File: config.mk
export PLATFORM = sky130hd
export DESIGN_NAME = nibble_add_seq_flat
export DESIGN_NICKNAME = d
export VERILOG_FILES = /design/src/rtl/nibble_add_seq_pkg.sv /design/src/rtl/nibble_add_seq_if.sv /design/src/rtl/nibble_add_seq_adder_4bit.sv /design/src/rtl/nibble_add_seq.sv /design/src/flat_wrapper.sv
export SDC_FILE = /design/constraint.sdc
export NUM_CORES = 1
export LEC_CHECK = 0
export ABC_AREA = 1
export BUFFER_PORTS_ARGS = -buffer_cell sky130_fd_sc_hd__buf_2
export CAP_MARGIN = 25
export CORE_MARGIN = 2
export CORE_UTILIZATION = 55
export DETAILED_ROUTE_END_ITERATION = 7
export GPL_TIMING_DRIVEN = 0
export MAX_ROUTING_LAYER = met4
export PLACE_DENSITY = 0.81
export SLEW_MARGIN = 15
export SYNTH_ARGS = -nofsm -noshare
export SYNTH_HDL_FRONTEND = slang
export SYNTH_SLANG_ARGS = --single-unit
File: constraint.sdc
create_clock -name clk -period 2.8 [get_ports clk]
set_clock_uncertainty 0.1 [all_clocks]
set_input_delay 0.42 -clock clk [delete_from_list [all_inputs] [get_ports clk]]
set_output_delay 0.42 -clock clk [all_outputs]
set_load 0.01 [all_outputs]
File: src/rtl/nibble_add_seq_pkg.sv
// ----------------------------------------------------------------------------
// nibble_add_seq_pkg
// Shared definitions for the nibble-serial adder sequencer:
//   - state_t      : sequencer states (IDLE / RUN / DONE)
//   - NIBBLE       : width of the shared adder slice
//   - widthLegal() : operand widths must be a whole number of nibbles and at
//                    least two nibbles wide
// No ports; imported by the interface, the slice and the top.
// ----------------------------------------------------------------------------
package nibble_add_seq_pkg;

    localparam int NIBBLE = 4;

    typedef enum logic [1:0] {
        IDLE = 2'd0,
        RUN  = 2'd1,
        DONE = 2'd2
    } state_t;

    // An operand width is usable only if it splits into whole nibbles and
    // needs at least two passes through the slice.
    function automatic bit widthLegal(input int width);
        return ((width % NIBBLE) == 0) && (width >= 2 * NIBBLE);
    endfunction

endpackage

File: src/rtl/nibble_add_seq_if.sv
// ----------------------------------------------------------------------------
// nibble_add_seq_if
// Request/response bundle between a requesting datapath (master) and the
// nibble_add_seq sequencer (slave).
//   start : request a new addition (master -> slave)
//   a, b  : WIDTH-bit operands     (master -> slave)
//   cin   : carry-in               (master -> slave)
//   busy  : nibbles being processed (slave -> master)
//   done  : one-cycle completion pulse (slave -> master)
//   sum   : WIDTH-bit result, held until the next completion (slave -> master)
//   cout  : final carry-out, held with sum (slave -> master)
// ----------------------------------------------------------------------------
interface nibble_add_seq_if #(
    parameter int WIDTH = 16
);

    logic             start;
    logic [WIDTH-1:0] a;
    logic [WIDTH-1:0] b;
    logic             cin;
    logic             busy;
    logic             done;
    logic [WIDTH-1:0] sum;
    logic             cout;

    modport master (
        output start, a, b, cin,
        input  busy, done, sum, cout
    );

    modport slave (
        input  start, a, b, cin,
        output busy, done, sum, cout
    );

endinterface

File: src/rtl/nibble_add_seq_adder_4bit.sv
// ----------------------------------------------------------------------------
// adder_4bit
// The existing purely combinational 4-bit ripple adder slice that the
// sequencer time-shares across all nibbles of a wide addition.
//   a, b : nibble operands
//   cin  : carry into the nibble
//   sum  : nibble sum
//   cout : carry out of the nibble
// ----------------------------------------------------------------------------
module adder_4bit
    import nibble_add_seq_pkg::*;
(
    input  logic [NIBBLE-1:0] a,
    input  logic [NIBBLE-1:0] b,
    input  logic              cin,
    output logic [NIBBLE-1:0] sum,
    output logic              cout
);

    logic [NIBBLE:0] w_total;

    // Widen by one bit so the carry out of the nibble falls into the MSB.
    assign w_total = {1'b0, a} + {1'b0, b} + {{NIBBLE{1'b0}}, cin};
    assign sum     = w_total[NIBBLE-1:0];
    assign cout    = w_total[NIBBLE];

endmodule

File: src/rtl/nibble_add_seq.sv
// ----------------------------------------------------------------------------
// nibble_add_seq
// Adds two WIDTH-bit operands through a single shared 4-bit adder slice, one
// nibble per clock, least-significant nibble first, carrying between nibbles
// in a register. A start/busy/done handshake frames each addition; the
// WIDTH-bit sum and carry-out are held until the next completion.
//   clk : rising-edge clock
//   rst : asynchronous, active-high reset
//   bus : slave side of nibble_add_seq_if (start, a, b, cin in;
//         busy, done, sum, cout out)
// ----------------------------------------------------------------------------
module nibble_add_seq
    import nibble_add_seq_pkg::*;
#(
    parameter int WIDTH = 16
) (
    input  logic                 clk,
    input  logic                 rst,
    nibble_add_seq_if.slave      bus
);

    localparam int N     = WIDTH / NIBBLE;
    localparam int IDX_W = (N > 1) ? $clog2(N) : 1;
    localparam logic [IDX_W-1:0] LAST_IDX = IDX_W'(N - 1);

    // Refuse to elaborate with an operand width the slice cannot tile.
    if (!widthLegal(WIDTH)) begin : gWidthCheck
        $error("nibble_add_seq: WIDTH must be a multiple of 4 and at least 8");
    end

    state_t            r_state;
    state_t            w_nextState;
    logic [IDX_W-1:0]  r_idx;
    logic              r_carry;
    logic [WIDTH-1:0]  r_opA;
    logic [WIDTH-1:0]  r_opB;
    logic [WIDTH-1:0]  r_stage;
    logic [WIDTH-1:0]  r_sum;
    logic              r_cout;

    logic              w_accept;
    logic              w_lastNibble;
    logic [NIBBLE-1:0] w_sliceA;
    logic [NIBBLE-1:0] w_sliceB;
    logic [NIBBLE-1:0] w_sliceSum;
    logic              w_sliceCout;
    logic [WIDTH-1:0]  w_stageNext;

    // A request is only taken when no addition is in flight; the done cycle
    // counts as free so back-to-back requests lose no extra cycle.
    assign w_accept     = bus.start && ((r_state == IDLE) || (r_state == DONE));
    assign w_lastNibble = (r_idx == LAST_IDX);

    // Handshake outputs decode straight from the state register, so busy and
    // done are glitch-free and can never be high together.
    assign bus.busy = (r_state == RUN);
    assign bus.done = (r_state == DONE);
    assign bus.sum  = r_sum;
    assign bus.cout = r_cout;

    // Nibble mux: present the current nibble of each latched operand to the
    // shared slice, together with the carry from the previous nibble.
    always_comb begin
        w_sliceA = r_opA[r_idx*NIBBLE +: NIBBLE];
        w_sliceB = r_opB[r_idx*NIBBLE +: NIBBLE];
    end

    adder_4bit u_slice (
        .a    (w_sliceA),
        .b    (w_sliceB),
        .cin  (r_carry),
        .sum  (w_sliceSum),
        .cout (w_sliceCout)
    );

    // Merge the freshly computed nibble into the staging word. On the final
    // nibble this merged word is the complete result that gets published.
    always_comb begin
        w_stageNext = r_stage;
        w_stageNext[r_idx*NIBBLE +: NIBBLE] = w_sliceSum;
    end

    // State register. Reset abandons any in-flight addition outright.
    always_ff @(posedge clk or posedge rst) begin
        if (rst) begin
            r_state <= IDLE;
        end else begin
            r_state <= w_nextState;
        end
    end

    // Next-state logic. RUN ignores start entirely; DONE behaves like IDLE
    // for acceptance but lasts exactly one cycle.
    always_comb begin
        w_nextState = r_state;
        unique case (r_state)
            IDLE: begin
                if (w_accept) begin
                    w_nextState = RUN;
                end
            end
            RUN: begin
                if (w_lastNibble) begin
                    w_nextState = DONE;
                end
            end
            DONE: begin
                if (w_accept) begin
                    w_nextState = RUN;
                end else begin
                    w_nextState = IDLE;
                end
            end
            default: begin
                w_nextState = IDLE;
            end
        endcase
    end

    // Datapath. Operands are copied once on acceptance so later changes on
    // the bus have no effect. Intermediate nibbles go to r_stage only; the
    // visible sum/cout change solely when the last nibble completes. The
    // index returns to zero after the last nibble rather than wrapping past
    // N-1.
    always_ff @(posedge clk or posedge rst) begin
        if (rst) begin
            r_idx   <= '0;
            r_carry <= 1'b0;
            r_opA   <= '0;
            r_opB   <= '0;
            r_stage <= '0;
            r_sum   <= '0;
            r_cout  <= 1'b0;
        end else if (w_accept) begin
            r_opA   <= bus.a;
            r_opB   <= bus.b;
            r_carry <= bus.cin;
            r_idx   <= '0;
            r_stage <= '0;
        end else if (r_state == RUN) begin
            r_stage <= w_stageNext;
            r_carry <= w_sliceCout;
            if (w_lastNibble) begin
                r_idx  <= '0;
                r_sum  <= w_stageNext;
                r_cout <= w_sliceCout;
            end else begin
                r_idx  <= r_idx + 1'b1;
            end
        end
    end

endmodule

File: src/flat_wrapper.sv
// flat-port wrapper written by rule: the top's interface ports become plain ports
module nibble_add_seq_flat import nibble_add_seq_pkg::*;
#(
    parameter int WIDTH = 16
)
  (clk, rst, bus_start, bus_a, bus_b, bus_cin, bus_busy, bus_done, bus_sum, bus_cout);
  nibble_add_seq_if #(.WIDTH(WIDTH)) bus_i ();
  input  logic clk;
  input  logic rst;
  input wire logic [$bits(bus_i.start)-1:0] bus_start;
  input wire logic [$bits(bus_i.a)-1:0] bus_a;
  input wire logic [$bits(bus_i.b)-1:0] bus_b;
  input wire logic [$bits(bus_i.cin)-1:0] bus_cin;
  output wire logic [$bits(bus_i.busy)-1:0] bus_busy;
  output wire logic [$bits(bus_i.done)-1:0] bus_done;
  output wire logic [$bits(bus_i.sum)-1:0] bus_sum;
  output wire logic [$bits(bus_i.cout)-1:0] bus_cout;
  assign bus_i.start = bus_start;
  assign bus_i.a = bus_a;
  assign bus_i.b = bus_b;
  assign bus_i.cin = bus_cin;
  assign bus_busy = bus_i.busy;
  assign bus_done = bus_i.done;
  assign bus_sum = bus_i.sum;
  assign bus_cout = bus_i.cout;
  nibble_add_seq #(.WIDTH(WIDTH)) u_core (.clk(clk), .rst(rst), .bus(bus_i));
endmodule
After elaboration in Yosys (flattened, before gate mapping)
Cells that the tools add are included.

Input port bits: 36. Logic and storage cells: 40. Output and inout bits: 19. Register bits after elaboration: 70.

Mux-type cells: 12. Reductions and logical operators: 6. $add $sub $neg: 4. Bitwise gates (word level): 1. Shifts and indexed selects: 4. Eq/ne operators: 5.

Operators with widths (count): 4-bit negation with 34-bit output (1); 4-bit by 34-bit variable shift with 16-bit output, first input constant (1); 4-bit by 34-bit variable part select with 16-bit output (1); 16-bit 2-to-1 mux (2); 16-bit by 5-bit variable part select with 4-bit output (2); 16-bit bitwise mux (1); 2-bit 2-to-1 mux (5); 2-bit case mux with 3 select lines (1); 4-bit by 4-bit adder with 5-bit output (1); 5-bit by 1-bit adder with 5-bit output (1); 2-bit == test, second input constant (2); 2-bit by 1-bit inequality test with 1-bit output, second input constant (2); 1-bit 2-to-1 mux (3); 3-bit AND reduction (1); 2-bit by 1-bit adder with 2-bit output, second input constant (1); 2-bit by 1-bit == test with 1-bit output, second input constant (1); 2-bit zero test (1); 2-bit AND reduction (1); 2-bit nonzero test (1); 1-bit logical AND (1); 1-bit logical OR (1); 1-bit NOT (1).

Depth between registers and ports, before layout
Word-level depth: 7. Mapped depth: 16. Depth with buffers taken out: 14.

Modules after synthesis
A second synthesis with hierarchy kept.

Cells, all modules: 448. Area total of the unflattened synthesis: 3433.3 µm².

Modules (own cells, without submodules): nibble_add_seq (times used 1, cells an instance 423, sequential area each 1751.7 µm², area an instance 3268.1 µm²); adder_4bit (times used 1, cells an instance 25, sequential area each 0.0 µm², area an instance 165.2 µm²).

Least setup slack after synthesis
Ideal clock, no wire load.

Path type: reg-to-reg. Start point: register u_core.r_idx[0]. End point: register u_core.r_stage[13]. Period minus slack after synthesis: 2.519 ns. Setup slack: 0.281 ns. Setup time: 0.083 ns. Stages on the path, launching flop included: 14. Arrival time: 2.337 ns. Required time: 2.617 ns. Path buffers: 2. Cell sequence: dfrtp_1 buf_2 inv_2 buf_2 nor2_1 o22ai_1 fa_1 inv_1 fa_1 nor2_1 nand2_1 nor2_1 a21oi_1 o21ai_0.

Cells in the longest elaborated chain, start to end: 7. Elaborated cells on any way between the ends: 10. Classes of those cells: add/sub: 3; shift: 4; mux: 3.

Ends and longest elaborated chain: start, declared (line nibble_add_seq.sv:33) `logic [IDX_W-1:0] r_idx;`; start signal, assigned (line nibble_add_seq.sv:148) `r_idx <= r_idx + 1'b1;`; 16-bit by 5-bit variable part select with 4-bit output, on equally long branches (line nibble_add_seq.sv:64, nibble_add_seq.sv:65); 4-bit by 4-bit adder with 5-bit output (line nibble_add_seq_adder_4bit.sv:23) `assign w_total = {1'b0, a} + {1'b0, b} + {{NIBBLE{1'b0}}, cin};`; 5-bit by 1-bit adder with 5-bit output (line nibble_add_seq_adder_4bit.sv:23); 4-bit by 34-bit variable part select with 16-bit output (line nibble_add_seq.sv:80) `w_stageNext[r_idx*NIBBLE +: NIBBLE] = w_sliceSum;`; 16-bit bitwise mux (*) (line nibble_add_seq.sv:80); 16-bit 2-to-1 mux (*) (line nibble_add_seq.sv:140) `end else if (r_state == RUN) begin`; 16-bit 2-to-1 mux (*) (line nibble_add_seq.sv:134) `end else if (w_accept) begin`; end signal, assigned (line nibble_add_seq.sv:141) `r_stage <= w_stageNext;`; end, declared (line nibble_add_seq.sv:37) `logic [WIDTH-1:0] r_stage;`.

Mark *: on every way between the ends. The rest lies on a longest branch, timed or not. The select of a mux whose other input is x is not followed. A chain may end at the register's enable or synchronous reset.

Worst setup path after layout
Start point: register u_core.r_idx[0]. End point: register u_core.r_stage[6].

Same word-level chain as after synthesis.

==> reports/metrics.csv <==
stage,metric,value,unit
layout,mostFrequentLayoutCells,"nand2_1, dfrtp_1, buf_2",
detailed_routing,routed_wirelength,7382,um
place,gp_congestion,0.9412,
power,ir_worst_vdd,0.8264,mV
layout,final_core_util,68.66,%
floorplan,io_pins,55,
global_routing,grt_use_total,25.29,%
logic_synthesis,ys_seq_elements,70,
timing,setup_viol_count_final,0,
timing,max-slew-margin-rel,75.48,%
detailed_routing,drc,0,
timing,min_period_over_period,95.71,%
layout,n_antenna_cell,0,
layout,drive_above_1_share,34.52,%
setup_path,worstPathMaxFanout,12,
clock_network,cts_tree,done,
timing,fin_ws,0.1201,ns
floorplan,initial_utilization,56.70,%
global_routing,grt_max_degree,43,
layout,area.growth.synth_to_final,21.11,%
clock_network,cts_root_buf,clkbuf_8,
power,power_frac_seq,32.4,%
layout,layout_commonest_cell,nand2_1,
detailed_routing,drt-wirelength-per-cell,14.82,um
detailed_routing,ant_nets,0,
layout,fin_area,4041,sq um
floorplan,die-area,6706,sq um
detailed_routing,drt_pass1_iterations,4,
power,p_leak,0.002055,uW
clock_network,cts-htree-levels,3,
place,dpl.hpwl,5148,um
global_routing,busiest_layer,met2,
timing,fmax,373.2,MHz
layout,multi_input_area,1420,sq um
timing,hold_ws,0.2028,ns
power,cellPowerDensity,1302,nW/um^2
timing,min_period,2.680,ns
detailed_routing,vias_per_cell,5.408,
timing,fin_setup_tns,0,ns
setup_path,endpoint_kind,flop,
setup_path,path_class,reg2reg,
layout,fin_nets,465,
power,p_comb_share,51.8,%
place,postPlaceCellArea,3724,sq um
clock_network,clockBufferDepth,2,
logic_synthesis,synth.distinct_cells,28,
global_routing,grt_pass1_wl,12340,um
power,p_clk_share,15.8,%
timing,finalMaxSlewViolations,0,
power,switching_share,42.42,%
clock_network,clock_latency,0.35,ns
global_routing,grt_overflow,0,
job,maxCapViolations,0,
setup_path,arrival,2.81,ns
layout,seqCellArea,1753,sq um
global_routing,antenna_found_initial,0,
floorplan,coreArea,5886,sq um
logic_synthesis,syn_area,3337,sq um
clock_network,cts-buffers-inserted,9,
global_routing,grt_pass1_vias,2804,
layout,final.fill_count,473,
setup_path,required,2.93,ns
global_routing,grt.met2_usage,42.44,%
timing,hold_viol_final,0,
floorplan,die_x,81.89,um
floorplan,fp.dieH,81.89,um
logic_synthesis,synth_cells,348,
worst_hold_path,min_path_type,in2reg,
status,outcome,"complete, no violations",
global_routing,use_met1,29.68,%
place,io_buffers,54,
detailed_routing,vias,2693,
setup_path,worst_setup_path_start_kind,flop,
power,p_int,3029,uW
global_routing,globalRouteMet3Util,4.286,%
logic_synthesis,synth.avg_cell_area,9.589,sq um
logic_synthesis,yosysSeqAreaShare,52.49,%
power,p_switching,2232,uW
logic_synthesis,synth_nets,395,
detailed_routing,drtIter0Drc,179,
floorplan,num_rows,28,
clock_network,cts_sinks,70,
logic_synthesis,yosys_warnings,0,
timing,tightest_slew,0.3678,ns
clock_network,clkTransAtPathRegs,0.07,ns
place,place_ws,-0.2615,ns
-- cells in the mapped netlist --
library cell | n | area (sq um)
a21oi_1 | 5 | 25.02
a22oi_1 | 2 | 15.01
a32oi_1 | 2 | 17.52
buf_2 | 5 | 25.02
buf_4 | 3 | 22.52
buf_6 | 2 | 22.52
clkbuf_1 | 2 | 7.510
clkbuf_2 | 1 | 5.000
dfrtp_1 | 70 | 1752
fa_1 | 2 | 40.04
ha_1 | 9 | 112.6
inv_1 | 32 | 120.1
inv_2 | 4 | 15.01
inv_4 | 1 | 6.260
mux2_2 | 31 | 349.1
nand2_1 | 97 | 364.1
nand2_2 | 1 | 6.260
nand3_1 | 5 | 25.02
nand4_1 | 4 | 25.02
nor2_1 | 20 | 75.07
nor2_4 | 1 | 11.26
nor2_8 | 1 | 20.02
nor3_2 | 1 | 10.01
o211ai_1 | 1 | 7.510
o21ai_0 | 28 | 140.1
o21ai_1 | 2 | 10.01
o21ai_2 | 3 | 26.28
o22ai_1 | 13 | 81.33
-- state kept, by name, summed over array words and instances (netlist names) --
signal           cells
u_core.bus.cout      1
u_core.bus.sum      16
u_core.r_carry       1
u_core.r_idx         2
u_core.r_opA        16
u_core.r_opB        16
u_core.r_stage      16
u_core.r_state       2
-- per-layer routing --
metal | wire length, um | vias to the layer above | share of wire, %
met3 | 433 | 18 | 5.9
li1 | - | 1279 | -
met2 | 3710 | 84 | 50
met4 | 146 | 0 | 2.0
met5 | 0 | - | 0
met1 | 3091 | 1312 | 42
-- power by group through the flow --
stage               Clock, uW  Sequential, uW  Combinational, uW
global route              884            1750               3060
floorplan                   0            1680               1760
detailed placement          0            1720               2410
global placement            0            1690               2330
CTS                       832            1700               2460
finish                    831            1710               2730
-- cell families (layout without fill, tap and decap cells) --
family,Yosys count,in the layout,synth area share [%]
buf+inv,50,125,6.712
fa+ha+maj,11,11,4.575
simple gates,130,130,16.09
flops,70,70,52.49
compound gates,56,56,9.674
mux,31,31,10.46
-- cell type report --
| cell class | count | share of cell area, % |
|---|---|---|
| inverter | 37 | 3.622 |
| clock inverter | 4 | 1.115 |
| clock buffer | 12 | 3.839 |
| multi-input combinational | 228 | 35.14 |
| tap | 75 | 2.322 |
| buffer | 13 | 2.601 |
| sequential | 70 | 43.37 |
| timing repair buffer | 59 | 7.988 |
-- worst paths after layout --
kind	slack [ns]	cells past startpoint	start	to
worst min-delay path	0.20	2	bus_b[10]	u_core.r_opB[10]
max in group asynchronous	1.55	4	rst	u_core.r_stage[5]
min in group asynchronous	0.51	3	rst	u_core.r_opB[8]
worst min register to register	0.38	2	u_core.bus.sum[9]	u_core.bus.sum[9]
worst max-delay path	0.12	16	u_core.r_idx[0]	u_core.r_stage[6]
worst max register to register	0.12	16	u_core.r_idx[0]	u_core.r_stage[6]
-- critical path: stages, from the launching register on --
cell and delay, ns:
dfrtp_1 0.38, buf_4 0.17, inv_4 0.11, buf_8 0.16, nor2_2 0.05, o22ai_2 0.20
fa_2 0.25, inv_2 0.04, fa_1 0.40, inv_1 0.06, nand2_1 0.06, nand2_1 0.13
nor2_2 0.06, nand2_1 0.15, o22ai_2 0.09, nand2_1 0.06, o21ai_0 0.07
-- per-stage QoR --
| stage | std cells | total power [uW] |
|---|---|---|
| final | 498 | 5261 |
| after global routing | 498 | 5698 |
| after CTS | 496 | 4995 |
| after detailed placement | 478 | 4130 |
| after global placement | 477 | 4027 |
| after floorplan | 348 | 3446 |
-- what timing repair did --
item	in CTS	in global routing
resized for setup	5	29
buffers inserted	1	2
hold buffers	1	0
endpoints found under the setup margin	15	13
pin swaps	0	4
endpoints found under the hold margin	28	0
(Power assumes the default switching activity.)
